## config.mk

```make
export PLATFORM = sky130hd
export DESIGN_NAME = mastermind_game_fsm_flat
export DESIGN_NICKNAME = d
export VERILOG_FILES = /design/src/rtl/mastermind_pkg.sv /design/src/rtl/mastermind_game_fsm_if.sv /design/src/rtl/mastermind_lfsr.sv /design/src/rtl/mastermind_game_fsm.sv /design/src/flat_wrapper.sv
export SDC_FILE = /design/constraint.sdc
export NUM_CORES = 1
export LEC_CHECK = 0
export ABC_CLOCK_PERIOD_IN_PS = 4000
export CORE_MARGIN = 2
export CORE_UTILIZATION = 55
export DETAILED_ROUTE_END_ITERATION = 8
export PLACE_DENSITY = 0.8
export SLEW_MARGIN = 20
export SYNTH_ARGS = -nofsm -noshare
export SYNTH_HDL_FRONTEND = slang
export SYNTH_SLANG_ARGS = --single-unit
```

## constraint.sdc

```tcl
create_clock -name clk -period 4 [get_ports clk]
set_input_delay 0.8 -clock clk [delete_from_list [all_inputs] [get_ports clk]]
set_output_delay 0.8 -clock clk [all_outputs]
set_load 0.03 [all_outputs]
```

## src/rtl/mastermind_pkg.sv

```systemverilog
// Shared definitions for the Mastermind game sequencer: state encoding,
// per-slot result codes and default geometry.
package mastermind_pkg;

  typedef enum logic [2:0] {
    S_IDLE    = 3'd0,
    S_EDIT    = 3'd1,
    S_EXACT   = 3'd2,
    S_PRESENT = 3'd3,
    S_WRITE   = 3'd4,
    S_DONE    = 3'd5,
    S_WON     = 3'd6,
    S_LOST    = 3'd7
  } state_e;

  localparam logic [1:0] ST_ABSENT  = 2'd0;
  localparam logic [1:0] ST_PRESENT = 2'd1;
  localparam logic [1:0] ST_EXACT   = 2'd2;

  localparam int DEF_NUM_SLOTS  = 4;
  localparam int DEF_NUM_COLORS = 6;
  localparam int DEF_CW         = 3;
  localparam int DEF_NUM_ROWS   = 8;

endpackage

```

## src/rtl/mastermind_game_fsm_if.sv

```systemverilog
// Button inputs and board/score outputs of the game sequencer.
// master = button/board side, slave = the sequencer itself.
interface mastermind_game_fsm_if
  import mastermind_pkg::*;
#(
  parameter int NUM_SLOTS = DEF_NUM_SLOTS,
  parameter int CW        = DEF_CW,
  parameter int NUM_ROWS  = DEF_NUM_ROWS
);
  localparam int SW = $clog2(NUM_SLOTS);
  localparam int RW = $clog2(NUM_ROWS);
  localparam int NW = $clog2(NUM_SLOTS + 1);

  logic                    up, down, left, right, center;
  logic [2:0]              state;
  logic [SW-1:0]           cursor;
  logic [RW-1:0]           row;
  logic [NUM_SLOTS*CW-1:0] guess;
  logic                    wr_en;
  logic [RW-1:0]           wr_row;
  logic [SW-1:0]           wr_slot;
  logic [CW-1:0]           wr_color;
  logic [1:0]              wr_status;
  logic                    result_valid;
  logic [NW-1:0]           exact_cnt, present_cnt;
  logic                    won, lost;

  modport master (
    output up, down, left, right, center,
    input  state, cursor, row, guess, wr_en, wr_row, wr_slot, wr_color, wr_status,
    input  result_valid, exact_cnt, present_cnt, won, lost
  );

  modport slave (
    input  up, down, left, right, center,
    output state, cursor, row, guess, wr_en, wr_row, wr_slot, wr_color, wr_status,
    output result_valid, exact_cnt, present_cnt, won, lost
  );

endinterface

```

## src/rtl/mastermind_lfsr.sv

```systemverilog
// Free-running 16-bit Galois LFSR (x^16+x^14+x^13+x^11+1) used as the secret source.
module mastermind_lfsr #(
  parameter int OUT_W = 12
) (
  input  logic             clk,
  input  logic             rst,
  output logic [OUT_W-1:0] value
);
  localparam logic [15:0] SEED = 16'hACE1;
  localparam logic [15:0] TAPS = 16'hB400;

  logic [15:0] lfsr_q, lfsr_d;

  // Right-shifting Galois step
  always_comb begin
    if (lfsr_q[0]) begin
      lfsr_d = {1'b0, lfsr_q[15:1]} ^ TAPS;
    end else begin
      lfsr_d = {1'b0, lfsr_q[15:1]};
    end
  end

  // State register
  always_ff @(posedge clk or posedge rst) begin
    if (rst) begin
      lfsr_q <= SEED;
    end else begin
      lfsr_q <= lfsr_d;
    end
  end

  assign value = lfsr_q[OUT_W-1:0];

endmodule

```

## src/rtl/mastermind_game_fsm.sv

```systemverilog
// Mastermind game sequencer: edits the guess row, scores it slot-serially, streams results.
// Optional FIXED_SECRET_EN replaces the LFSR secret by the FIXED_SECRET parameter.
module mastermind_game_fsm
  import mastermind_pkg::*;
#(
  parameter int NUM_SLOTS  = DEF_NUM_SLOTS,
  parameter int NUM_COLORS = DEF_NUM_COLORS,
  parameter int CW         = DEF_CW,
  parameter int NUM_ROWS   = DEF_NUM_ROWS
`ifdef FIXED_SECRET_EN
  ,
  parameter logic [NUM_SLOTS*CW-1:0] FIXED_SECRET = 12'h8D1
`endif
) (
  input logic                  clk,
  input logic                  rst,
  mastermind_game_fsm_if.slave bus
);
  localparam int GW = NUM_SLOTS * CW;
  localparam int SW = $clog2(NUM_SLOTS);
  localparam int RW = $clog2(NUM_ROWS);
  localparam int NW = $clog2(NUM_SLOTS + 1);
  localparam logic [SW-1:0] LAST_SLOT  = SW'(NUM_SLOTS - 1);
  localparam logic [RW-1:0] LAST_ROW   = RW'(NUM_ROWS - 1);
  localparam logic [CW-1:0] LAST_COLOR = CW'(NUM_COLORS - 1);
  localparam logic [NW-1:0] ALL_EXACT  = NW'(NUM_SLOTS);

  function automatic logic [NW-1:0] count_status(input logic [NUM_SLOTS-1:0][1:0] st,
                                                 input logic [1:0] code);
    logic [NW-1:0] n;
    n = '0;
    for (int k = 0; k < NUM_SLOTS; k++) begin
      if (st[k] == code) n = n + NW'(1'b1);
    end
    return n;
  endfunction

  logic [GW-1:0] secret_src_s;
`ifdef FIXED_SECRET_EN
  assign secret_src_s = FIXED_SECRET;
`else
  logic [GW-1:0] raw_secret_s;

  mastermind_lfsr #(.OUT_W(GW)) u_lfsr (.clk(clk), .rst(rst), .value(raw_secret_s));

  // Fold out-of-range LFSR symbols back into the legal colour range
  always_comb begin
    for (int s = 0; s < NUM_SLOTS; s++) begin
      if (int'(raw_secret_s[CW*s +: CW]) >= NUM_COLORS) begin
        secret_src_s[CW*s +: CW] = raw_secret_s[CW*s +: CW] - CW'(NUM_COLORS);
      end else begin
        secret_src_s[CW*s +: CW] = raw_secret_s[CW*s +: CW];
      end
    end
  end
`endif

  state_e                      state_q, state_d;
  logic [SW-1:0]               cursor_q, cursor_d, i_q, i_d, j_q, j_d;
  logic [RW-1:0]               row_q, row_d, wr_row_q, wr_row_d;
  logic [GW-1:0]               guess_q, guess_d, secret_q, secret_d;
  logic [NUM_SLOTS-1:0]        g_used_q, g_used_d, s_used_q, s_used_d;
  logic [NUM_SLOTS-1:0][1:0]   status_q, status_d;
  logic [NW-1:0]               exact_cnt_q, exact_cnt_d, present_cnt_q, present_cnt_d;
  logic                        won_q, won_d, lost_q, lost_d;
  logic                        result_valid_q, result_valid_d, wr_en_q, wr_en_d;
  logic [SW-1:0]               wr_slot_q, wr_slot_d;
  logic [CW-1:0]               wr_color_q, wr_color_d, cur_color_s;
  logic [1:0]                  wr_status_q, wr_status_d;

  assign cur_color_s = guess_q[CW*cursor_q +: CW];

  // Next-state and registered-output logic
  always_comb begin
    state_d        = state_q;
    cursor_d       = cursor_q;
    row_d          = row_q;
    guess_d        = guess_q;
    secret_d       = secret_q;
    g_used_d       = g_used_q;
    s_used_d       = s_used_q;
    status_d       = status_q;
    i_d            = i_q;
    j_d            = j_q;
    exact_cnt_d    = exact_cnt_q;
    present_cnt_d  = present_cnt_q;
    won_d          = won_q;
    lost_d         = lost_q;
    result_valid_d = 1'b0;
    wr_en_d        = 1'b0;
    wr_row_d       = wr_row_q;
    wr_slot_d      = wr_slot_q;
    wr_color_d     = wr_color_q;
    wr_status_d    = wr_status_q;
    case (state_q)
      S_IDLE: begin
        if (bus.center) begin
          secret_d = secret_src_s;
          guess_d  = '0;
          row_d    = '0;
          cursor_d = '0;
          state_d  = S_EDIT;
        end else begin
          state_d = S_IDLE;
        end
      end
      S_EDIT: begin
        if (bus.center) begin
          g_used_d = '0;
          s_used_d = '0;
          status_d = '0;
          i_d      = '0;
          state_d  = S_EXACT;
        end else if (bus.right) begin
          cursor_d = (cursor_q == LAST_SLOT) ? {SW{1'b0}} : cursor_q + SW'(1'b1);
        end else if (bus.left) begin
          cursor_d = (cursor_q == {SW{1'b0}}) ? LAST_SLOT : cursor_q - SW'(1'b1);
        end else if (bus.up) begin
          guess_d[CW*cursor_q +: CW] = (cur_color_s == LAST_COLOR) ? {CW{1'b0}}
                                                                   : cur_color_s + CW'(1'b1);
        end else if (bus.down) begin
          guess_d[CW*cursor_q +: CW] = (cur_color_s == {CW{1'b0}}) ? LAST_COLOR
                                                                   : cur_color_s - CW'(1'b1);
        end else begin
          state_d = S_EDIT;
        end
      end
      S_EXACT: begin
        if (guess_q[CW*i_q +: CW] == secret_q[CW*i_q +: CW]) begin
          g_used_d[i_q] = 1'b1;
          s_used_d[i_q] = 1'b1;
          status_d[i_q] = ST_EXACT;
        end else begin
          status_d[i_q] = ST_ABSENT;
        end
        if (i_q == LAST_SLOT) begin
          i_d     = '0;
          j_d     = '0;
          state_d = S_PRESENT;
        end else begin
          i_d = i_q + SW'(1'b1);
        end
      end
      S_PRESENT: begin
        // A guess slot pairs with at most one secret slot, lowest j first
        if (!g_used_q[i_q] && !s_used_q[j_q] &&
            guess_q[CW*i_q +: CW] == secret_q[CW*j_q +: CW]) begin
          g_used_d[i_q] = 1'b1;
          s_used_d[j_q] = 1'b1;
          status_d[i_q] = ST_PRESENT;
        end else begin
          status_d[i_q] = status_q[i_q];
        end
        if (j_q == LAST_SLOT) begin
          j_d = '0;
          if (i_q == LAST_SLOT) begin
            i_d         = '0;
            state_d     = S_WRITE;
            wr_en_d     = 1'b1;
            wr_row_d    = row_q;
            wr_slot_d   = '0;
            wr_color_d  = guess_q[CW-1:0];
            wr_status_d = status_d[0];
          end else begin
            i_d = i_q + SW'(1'b1);
          end
        end else begin
          j_d = j_q + SW'(1'b1);
        end
      end
      S_WRITE: begin
        if (i_q == LAST_SLOT) begin
          i_d            = '0;
          state_d        = S_DONE;
          result_valid_d = 1'b1;
          exact_cnt_d    = count_status(status_q, ST_EXACT);
          present_cnt_d  = count_status(status_q, ST_PRESENT);
        end else begin
          i_d         = i_q + SW'(1'b1);
          wr_en_d     = 1'b1;
          wr_slot_d   = i_d;
          wr_color_d  = guess_q[CW*i_d +: CW];
          wr_status_d = status_q[i_d];
        end
      end
      S_DONE: begin
        if (exact_cnt_q == ALL_EXACT) begin
          won_d   = 1'b1;
          state_d = S_WON;
        end else if (row_q == LAST_ROW) begin
          lost_d  = 1'b1;
          state_d = S_LOST;
        end else begin
          row_d    = row_q + RW'(1'b1);
          guess_d  = '0;
          cursor_d = '0;
          state_d  = S_EDIT;
        end
      end
      S_WON, S_LOST: begin
        if (bus.center) begin
          won_d   = 1'b0;
          lost_d  = 1'b0;
          state_d = S_IDLE;
        end else begin
          state_d = state_q;
        end
      end
      default: begin
        state_d = S_IDLE;
      end
    endcase
  end

  // State and output registers
  always_ff @(posedge clk or posedge rst) begin
    if (rst) begin
      state_q        <= S_IDLE;
      cursor_q       <= '0;
      row_q          <= '0;
      guess_q        <= '0;
      secret_q       <= '0;
      g_used_q       <= '0;
      s_used_q       <= '0;
      status_q       <= '0;
      i_q            <= '0;
      j_q            <= '0;
      exact_cnt_q    <= '0;
      present_cnt_q  <= '0;
      won_q          <= 1'b0;
      lost_q         <= 1'b0;
      result_valid_q <= 1'b0;
      wr_en_q        <= 1'b0;
      wr_row_q       <= '0;
      wr_slot_q      <= '0;
      wr_color_q     <= '0;
      wr_status_q    <= ST_ABSENT;
    end else begin
      state_q        <= state_d;
      cursor_q       <= cursor_d;
      row_q          <= row_d;
      guess_q        <= guess_d;
      secret_q       <= secret_d;
      g_used_q       <= g_used_d;
      s_used_q       <= s_used_d;
      status_q       <= status_d;
      i_q            <= i_d;
      j_q            <= j_d;
      exact_cnt_q    <= exact_cnt_d;
      present_cnt_q  <= present_cnt_d;
      won_q          <= won_d;
      lost_q         <= lost_d;
      result_valid_q <= result_valid_d;
      wr_en_q        <= wr_en_d;
      wr_row_q       <= wr_row_d;
      wr_slot_q      <= wr_slot_d;
      wr_color_q     <= wr_color_d;
      wr_status_q    <= wr_status_d;
    end
  end

  assign bus.state        = state_q;
  assign bus.cursor       = cursor_q;
  assign bus.row          = row_q;
  assign bus.guess        = guess_q;
  assign bus.wr_en        = wr_en_q;
  assign bus.wr_row       = wr_row_q;
  assign bus.wr_slot      = wr_slot_q;
  assign bus.wr_color     = wr_color_q;
  assign bus.wr_status    = wr_status_q;
  assign bus.result_valid = result_valid_q;
  assign bus.exact_cnt    = exact_cnt_q;
  assign bus.present_cnt  = present_cnt_q;
  assign bus.won          = won_q;
  assign bus.lost         = lost_q;

endmodule

```

## src/flat_wrapper.sv

```systemverilog
// flat-port wrapper written by rule: the top's interface ports become plain ports
module mastermind_game_fsm_flat import mastermind_pkg::*;
#(
  parameter int NUM_SLOTS  = DEF_NUM_SLOTS,
  parameter int NUM_COLORS = DEF_NUM_COLORS,
  parameter int CW         = DEF_CW,
  parameter int NUM_ROWS   = DEF_NUM_ROWS

)
  (clk, rst, bus_up, bus_down, bus_left, bus_right, bus_center, bus_state, bus_cursor, bus_row, bus_guess, bus_wr_en, bus_wr_row, bus_wr_slot, bus_wr_color, bus_wr_status, bus_result_valid, bus_exact_cnt, bus_present_cnt, bus_won, bus_lost);
  mastermind_game_fsm_if #(.NUM_SLOTS(NUM_SLOTS), .CW(CW), .NUM_ROWS(NUM_ROWS)) bus_i ();
  input logic clk;
  input logic rst;
  input wire logic [$bits(bus_i.up)-1:0] bus_up;
  input wire logic [$bits(bus_i.down)-1:0] bus_down;
  input wire logic [$bits(bus_i.left)-1:0] bus_left;
  input wire logic [$bits(bus_i.right)-1:0] bus_right;
  input wire logic [$bits(bus_i.center)-1:0] bus_center;
  output wire logic [$bits(bus_i.state)-1:0] bus_state;
  output wire logic [$bits(bus_i.cursor)-1:0] bus_cursor;
  output wire logic [$bits(bus_i.row)-1:0] bus_row;
  output wire logic [$bits(bus_i.guess)-1:0] bus_guess;
  output wire logic [$bits(bus_i.wr_en)-1:0] bus_wr_en;
  output wire logic [$bits(bus_i.wr_row)-1:0] bus_wr_row;
  output wire logic [$bits(bus_i.wr_slot)-1:0] bus_wr_slot;
  output wire logic [$bits(bus_i.wr_color)-1:0] bus_wr_color;
  output wire logic [$bits(bus_i.wr_status)-1:0] bus_wr_status;
  output wire logic [$bits(bus_i.result_valid)-1:0] bus_result_valid;
  output wire logic [$bits(bus_i.exact_cnt)-1:0] bus_exact_cnt;
  output wire logic [$bits(bus_i.present_cnt)-1:0] bus_present_cnt;
  output wire logic [$bits(bus_i.won)-1:0] bus_won;
  output wire logic [$bits(bus_i.lost)-1:0] bus_lost;
  assign bus_i.up = bus_up;
  assign bus_i.down = bus_down;
  assign bus_i.left = bus_left;
  assign bus_i.right = bus_right;
  assign bus_i.center = bus_center;
  assign bus_state = bus_i.state;
  assign bus_cursor = bus_i.cursor;
  assign bus_row = bus_i.row;
  assign bus_guess = bus_i.guess;
  assign bus_wr_en = bus_i.wr_en;
  assign bus_wr_row = bus_i.wr_row;
  assign bus_wr_slot = bus_i.wr_slot;
  assign bus_wr_color = bus_i.wr_color;
  assign bus_wr_status = bus_i.wr_status;
  assign bus_result_valid = bus_i.result_valid;
  assign bus_exact_cnt = bus_i.exact_cnt;
  assign bus_present_cnt = bus_i.present_cnt;
  assign bus_won = bus_i.won;
  assign bus_lost = bus_i.lost;
  mastermind_game_fsm #(.NUM_SLOTS(NUM_SLOTS), .NUM_COLORS(NUM_COLORS), .CW(CW), .NUM_ROWS(NUM_ROWS)) u_core (.clk(clk), .rst(rst), .bus(bus_i));
endmodule
```

After elaboration in Yosys (flattened, before gate mapping) --
Index checks and enable logic that the tools add are counted.
Word-level totals: word-level logic and storage cells 271, register bits after elaboration 88, output and inout port bits 40
Operators by class: shifts and indexed selects 8, reductions and logical operators 32, add/subtract/negate cells 18, mux-type cells 118, bitwise operators 12, order comparisons 9, multipliers 4, eq/ne operators 46
Operator list (count):
- 2-to-1 mux 3 bit | 41
- 2-to-1 mux 12 bit | 8
- variable part select 3 x 34 -> 12 bit | 2
- variable part select 12 x 5 -> 3 bit | 5
- 2-to-1 mux 2 bit | 20
- one-hot mux 12 bit (3 select lines) | 1
- negator 4 -> 34 bit | 1
- variable shift 3 x 34 -> 12 bit (first input constant) | 1
- adder 3 x 1 -> 3 bit (second input constant) | 8
- bitwise mux 12 bit | 2
- 2-to-1 mux 8 bit | 3
- one-hot mux 4 bit (3 select lines) | 2
- one-hot mux 8 bit (3 select lines) | 1
- == test 3 bit (second input constant) | 7
- one-hot mux 3 bit (7 select lines) | 1
- 2-to-1 mux 4 bit | 5
- bitwise OR 4 bit | 5
- != test 2 bit (second input constant) | 9
- != test 3 bit (second input constant) | 6
- multiplier 2 x 2 -> 4 bit (first input constant) | 4
- 2-to-1 mux 16 bit | 1
- != test 2 x 1 -> 1 bit (second input constant) | 8
- AND reduction 4 bit | 4
- 2-to-1 mux 1 bit | 15
- other kinds (38) | 87

Logic depth before layout (Yosys ltp) --
Gate-level depths: netlist of the first run.
word-level depth 14, gate-level depth with buffers 10

Modules after synthesis --
Synthesis of the first run repeated with hierarchy kept, for this count alone.
Unflattened totals: cells, all modules 454, area, all modules 4918.5 µm²
Modules (own cells, without submodules):
- mastermind_game_fsm | area each 4388.0 µm², cells each 422, times used 1
- mastermind_lfsr | area each 530.5 µm², cells each 32, times used 1

Worst setup path before layout of the first run --
No wires, ideal clock.
path kind input-to-reg, start point input bus_center, end point register u_core.guess_q[0], in the netlist u_core.bus.guess[0], setup time 83 ps, stages on the path 6, required time 3917 ps, slack 1585 ps, arrival time 2333 ps, path through clkbuf_1 -> or2_1 -> o41ai_4 -> o21ai_1 -> or4_1 -> o21ai_0
Between the ends: word-level cells in the longest chain between the ends 2, elaborated cells between the ends (all ways) 3
RTL lines:
- start, declared | RTL line flat_wrapper.sv:18 | input wire logic [$bits(bus_i.center)-1:0] bus_center;
- != test 2 bit (no source line)
- AND reduction 8 bit (no source line) *
- end signal, assigned | RTL line mastermind_game_fsm.sv:242 | guess_q <= guess_d;
- end, declared | RTL line mastermind_game_fsm.sv:61 | logic [GW-1:0] guess_q, guess_d, secret_q, secret_d;
Mark *: on every way between the ends. The rest lies on a longest branch, timed or not. A chain may end at the register's enable or synchronous reset.

Final worst setup path of the first run --
start point register u_core.i_q[0], end point register u_core.status_q[3] in the netlist's numbering
Between the ends: word-level cells in the longest chain between the ends 8, elaborated cells between the ends (all ways) 26
RTL lines:
- start, declared | RTL line mastermind_game_fsm.sv:59 | logic [SW-1:0] cursor_q, cursor_d, i_q, i_d, j_q, j_d;
- start signal, assigned | RTL line mastermind_game_fsm.sv:247 | i_q <= i_d;
- parallel branches: the longest is 7 deep, another holds multiplier 2 x 2 -> 4 bit
- one-hot mux 8 bit (3 select lines) * | RTL line mastermind_game_fsm.sv:95 | case (state_q)
- end signal, assigned | RTL line mastermind_game_fsm.sv:246 | status_q <= status_d;
- end, declared | RTL line mastermind_game_fsm.sv:63 | logic [NUM_SLOTS-1:0][1:0] status_q, status_d;
Every way passes the cells marked *. The select of a mux whose other input is x is not followed.

==> metrics.txt, run 1 <==
Slew HR 34.47%; crit path launch type register; die area 0.009542 mm^2; Fin. Hold Viols 0; GRT overflow 0; Worst-Margin Slew 0.9830 ns; critical-path maximum fanout 22; GP Congestion 0.8914; synth top area cells dfrtp_1 (41%), mux4_2 (6.1%), ha_1 (5.2%); Via-to-Cell Ratio 6.287; area fraction of the dominant cell type after synthesis 41.47%; synth cell count leaders dfrtp_1 (80), nand2_1 (55), o21ai_0 (42); final core occ 64.30%; pwr/cell area 593.8 mW/mm^2; worst path arrival time 3.20 ns; Reg-to-Reg End u_core.status_q[3]; HP Start u_core.u_lfsr.lfsr_q[12]; dominant synthesized flop cell dfrtp_1; LEAKAGE 0.002410 uW; routed len/inst 18.31 um; Starting Density 55.90%; Critical Path End Type register; number of global-route vias before repair 3770; syn_nets 481; Min-Delay Path Class register to register; #FFs+latches synth 88; Die X 97.69 um; clock skew 0.01303 ns; DR vias 3785; FF-to-FF path depth 5; clock sink count 88; initial antenna violation count 0; Max clock buf depth 2; DR pass1 iterations 5; Hold Path Cell Cnt 0; post-CTS resize count 0; worst path required time 4.23 ns; GRT Total Usage 24.08%; First DRT Iteration DRCs 276; Fin Hold WS 0.3680 ns; Tot Pwr 3297 uW; CP Class register to register; TNS Setup 0 ns; H-tree levels 3; Maximum Capacitance Violations 0; CTS clk-pin slew, worst paths 0.10 ns; Final Max Slew Viols 0; FMAX 336.6 MHz; Hold Crit Endpoint u_core.u_lfsr.lfsr_q[11]; Distinct cells, synth 58; final instance area 0.005553 mm^2; Routed WL 11030 um; Ports 47; hold_buf cts 0; most area-hungry cell type in the Yosys netlist dfrtp_1; layout cells sized above 1 12.15%; Synth Cell Area 0.004827 mm^2; Post-layout nets 516; Reg-to-Reg Start u_core.i_q[0]; Synth Instances 454; Final Cycle Share 74.28%; yosys warns 0; post-synthesis sequential area ratio 45.83%; final setup vio count 0; CTS root buf clkbuf_8; Final HPWL DP 7835 um; post-route ant nets 0; worst skew pair latency 0.36 ns; CTS tree done; top-count cell post-synth dfrtp_1; num rows 34; first-pass GRT wire length 18570 um; Area growth syn-to-layout 15.03%; Mean Syn Cell Area 10.63 um^2; Setup Fix Bufs, Post-CTS 0; RSZ-0062 raised after global routing no; Max VDD drop 325.6 uV; status finished, final reports clean; min Tclk post-route 2.971 ns; R2R setup slack 1.03 ns; Core Area 0.008636 mm^2; diode count 0; Post-route DRC 0; TritonCTS Buffers 9; largest net degree at the start of global routing 48; asr flop ratio synth 100.0%; number of buffers added on ports 46; Post-synth EDFFs 0; Die Ht 97.69 um; area post-placement 0.005354 mm^2
power by group:
group	internal, uW	leakage, uW	total (uW)	switching [uW]
clock network	246	0.0000981	611	365
registers	1010	0.00117	1280	264
logic	623	0.00115	1410	788
routing by layer:
layer / up-vias / wire length (um) / share of wire, % / GRT usage (%)
met2: 174 / 5465 / 50 / 39.79
met1: 1861 / 4687 / 43 / 33.03
met4: 0 / 223 / 2.0 / 7.906
met3: 30 / 649 / 5.9 / 3.453
li1: 1720 / - / - / -
met5: - / 0 / 0 / 0
cells by family (layout without fill, tap and decap cells):
group	after synthesis	after routing	synth area share, %
AND/OR/NAND/NOR	140	140	14.36
AO/OA/AOI/OAI	112	112	15.60
flip-flops	88	88	45.83
buffers and inverters	43	83	3.577
multiplexers	33	33	12.18
adder cells (fa/ha/maj)	20	20	5.184
XOR/XNOR	18	18	3.266
sequential cells by signal (all words and copies together), names as in the netlist, 4 cells and up:
register / count
u_core.secret_q: 12
u_core.u_lfsr.lfsr_q: 16
u_core.status_q: 8
u_core.s_used_q: 4
u_core.g_used_q: 4
u_core.bus.guess: 12
critical path: stages, from the launching register on:
cell and delay (ns):
dfrtp_1 1.00, mux4_1 0.71, xnor2_1 0.26, nand4_2 0.21, a41oi_1 0.51, a21oi_1 0.16
through the flow:
stage | cells | setup WS (ns)
after floorplan | 454 | 0.9347
after global placement | 586 | 1.098
after detailed placement | 586 | 1.042
after CTS | 602 | 1.078
after global routing | 602 | 0.8293
final | 602 | 1.029
layout make-up:
cell class	instances	area (um^2)
Fill cell	669	3083
Multi-Input combinational cell	323	2442
Sequential cell	88	2212
Timing Repair Buffer	49	495.5
Tap cell	108	135.1
Clock buffer	9	123.9
Clock inverter	7	75.07
Inverter	18	68.82
cell usage in the layout (no fill, tap or decap), types with 4 or more instances in the layout:
master	Yosys	final
a32o_1	14	14
clkdlybuf4s50_1	0	46
nand3_1	11	11
mux2_2	11	11
a21oi_1	18	18
nor2b_1	5	5
o21ai_0	42	42
nor2_1	21	21
nor3_1	8	8
xnor2_1	7	7
xor2_1	11	11
clkbuf_8	0	9
ha_1	20	20
mux4_2	13	13
mux4_1	5	5
nand2_1	55	55
mux2i_1	4	4
dfrtp_1	80	80
dfstp_2	8	8
nand2b_1	19	19
o31ai_1	6	6
inv_1	17	16
worst max path at each step:
| stage | start | endpoint | cells past startpoint |
|---|---|---|---|
| finish | u_core.i_q[0] | u_core.status_q[3] | 5 |
| floorplan | rst | u_core.bus.cursor[0] | 1 |
| global placement | bus_center | u_core.bus.guess[0] | 6 |
| CTS | u_core.i_q[0] | u_core.status_q[7] | 5 |
| global route | u_core.i_q[0] | u_core.status_q[7] | 5 |
| detailed placement | bus_center | u_core.bus.guess[0] | 6 |
Note: power is estimated with default switching activity, not from simulation.
==> run 2: changes to the inputs <==
ABC_CLOCK_PERIOD_IN_PS = 2900   (was 4000)
clock period = 2.9 ns   (was 4 ns; I/O delays follow)
==> run 2 against run 1 <==
Total power is 39% higher. Utilization is 0.96 points higher. Cell count rose by 1.8%. Largest power group unchanged. Critical endpoint is now u_core.status_q[7]. Flip-flop and latch count unchanged.
==> metrics.txt, run 2 (synthesized netlist as in run 1, its figures left out) <==
status finished, final reports clean; hold_buf cts 0; post-route ant nets 0; Min-Delay Path Class register to register; crit path launch type register; Final HPWL DP 7980 um; most frequent cells in the layout dfrtp_1 (80), nand2_1 (55), clkdlybuf4s50_1 (46); Fin Hold WS 0.3643 ns; num rows 34; Final Max Slew Viols 0; CP max stage delay 0.59 ns; initial antenna violation count 0; Area growth syn-to-layout 16.74%; final setup vio count 0; Via-to-Cell Ratio 6.073; CP Class register to register; crit path cell chain buf_4 -> mux4_1 -> nor2_1 -> nand4_2 -> a41oi_1 -> a21oi_1; Post-route DRC 0; Slew HR 53.21%; GRT Total Usage 23.91%; number of global-route vias before repair 3727; DR vias 3723; commonest non-fill, non-tap cell in the layout dfrtp_1; TNS Setup 0 ns; GP Congestion 0.8767; Die Ht 97.69 um; RSZ-0062 raised after global routing no; Core Area 0.008636 mm^2; slowest CP cell mux4_1; first-pass GRT wire length 18330 um; pwr/cell area 813.9 mW/mm^2; pre-CTS setup slack 0.2201 ns; final instance area 0.005635 mm^2; PnR worst setup slack 0.3909 ns; TritonCTS Buffers 9; Filler cells 683; Reg-to-Reg Start u_core.i_q[0]; Starting Density 55.90%; min Tclk post-route 2.509 ns; layout cells sized above 1 14.06%; Post-layout nets 527; First DRT Iteration DRCs 257; post-CTS resize count 0; number of buffers added on ports 46; diode count 0; Setup Fix Bufs, Post-CTS 0; crit path from u_core.i_q[0]; Max VDD drop 471.6 uV; Maximum Capacitance Violations 0; max FFs per register 16; CTS tree done; worst skew pair latency 0.36 ns; Die X 97.69 um; Final Cycle Share 86.52%; Fin. Hold Viols 0; H-tree levels 3; GRT overflow 0; worst path arrival time 2.74 ns; clock skew 0.01309 ns; Worst-Margin Slew 0.7011 ns; Top reg by flops u_core.u_lfsr.lfsr_q; area post-placement 0.005436 mm^2; largest net degree at the start of global routing 49; critical-path maximum fanout 7; LEAKAGE 0.002466 uW; Critical Path End Type register; clock sink count 88; CTS clk-pin slew, worst paths 0.10 ns; CTS root buf clkbuf_8; FMAX 398.5 MHz; die area 0.009542 mm^2; Routed WL 10970 um; Ports 47; worst path required time 3.13 ns; routed len/inst 17.89 um; DR pass1 iterations 6; Max clock buf depth 2; HP Start u_core.u_lfsr.lfsr_q[6]
==> run 2: cell count changes in the layout (fill, tap and decap cells not counted), sizes merged <==
cell / delta
buf: +11
==> run 2: power breakdown <==
part | switching [uW] | internal (uW)
Clock | 496 | 339
Sequential | 284 | 1400
Combinational | 1170 | 903
==> run 2: per-stage QoR <==
stage          instances  utilization [%]  power, uW
2_1_floorplan        454                -       3164
3_3_place_gp         597            62.95       3666
3_5_place_dp         597            62.95       3744
4_1_cts              613            65.26       4588
5_1_grt              613            65.26       4871
6_report             613            65.26       4587
==> run 2: layout make-up <==
type / count / area [um^2] / area share, %
multi-input cells: 323 / 2442 / 43.34
well taps: 108 / 135.1 / 2.398
repair buffers: 60 / 578.1 / 10.26
clock inverters: 7 / 75.07 / 1.332
inverters: 18 / 68.82 / 1.221
clock buffers: 9 / 123.9 / 2.198
flip-flops and latches: 88 / 2212 / 39.25
==> run 2: final timing paths <==
check                                                to  slack [ns]  cells past startpoint
worst max-delay path                 u_core.status_q[7]        0.39                      6
worst min-delay path            u_core.u_lfsr.lfsr_q[5]        0.36                      0
worst max register to register       u_core.status_q[7]        0.39                      6
worst min register to register  u_core.u_lfsr.lfsr_q[5]        0.36                      0
max in group asynchronous           u_core.bus.state[0]        1.59                      3
min in group asynchronous       u_core.u_lfsr.lfsr_q[1]        0.62                      2
==> run 2: layer usage <==
| metal | up-vias | routed length (um) | share of wire (%) | track usage [%] |
|---|---|---|---|---|
| li1 | 1747 | - | - | - |
| met1 | 1819 | 4704 | 43 | 33.57 |
| met2 | 141 | 5435 | 50 | 37.67 |
| met3 | 16 | 696 | 6.3 | 4.532 |
| met4 | 0 | 131 | 1.2 | 8.120 |
| met5 | - | 0 | 0 | 0 |
==> run 2: worst max-delay path: cells and delay by family (launching register included) <==
kind / cells / cell delay, ns
AOI/OAI and AO/OA: 2 / 0.65
buffers and inverters: 1 / 0.23
DFF: 1 / 0.48
muxes: 1 / 0.59
and+or+nand+nor: 2 / 0.43
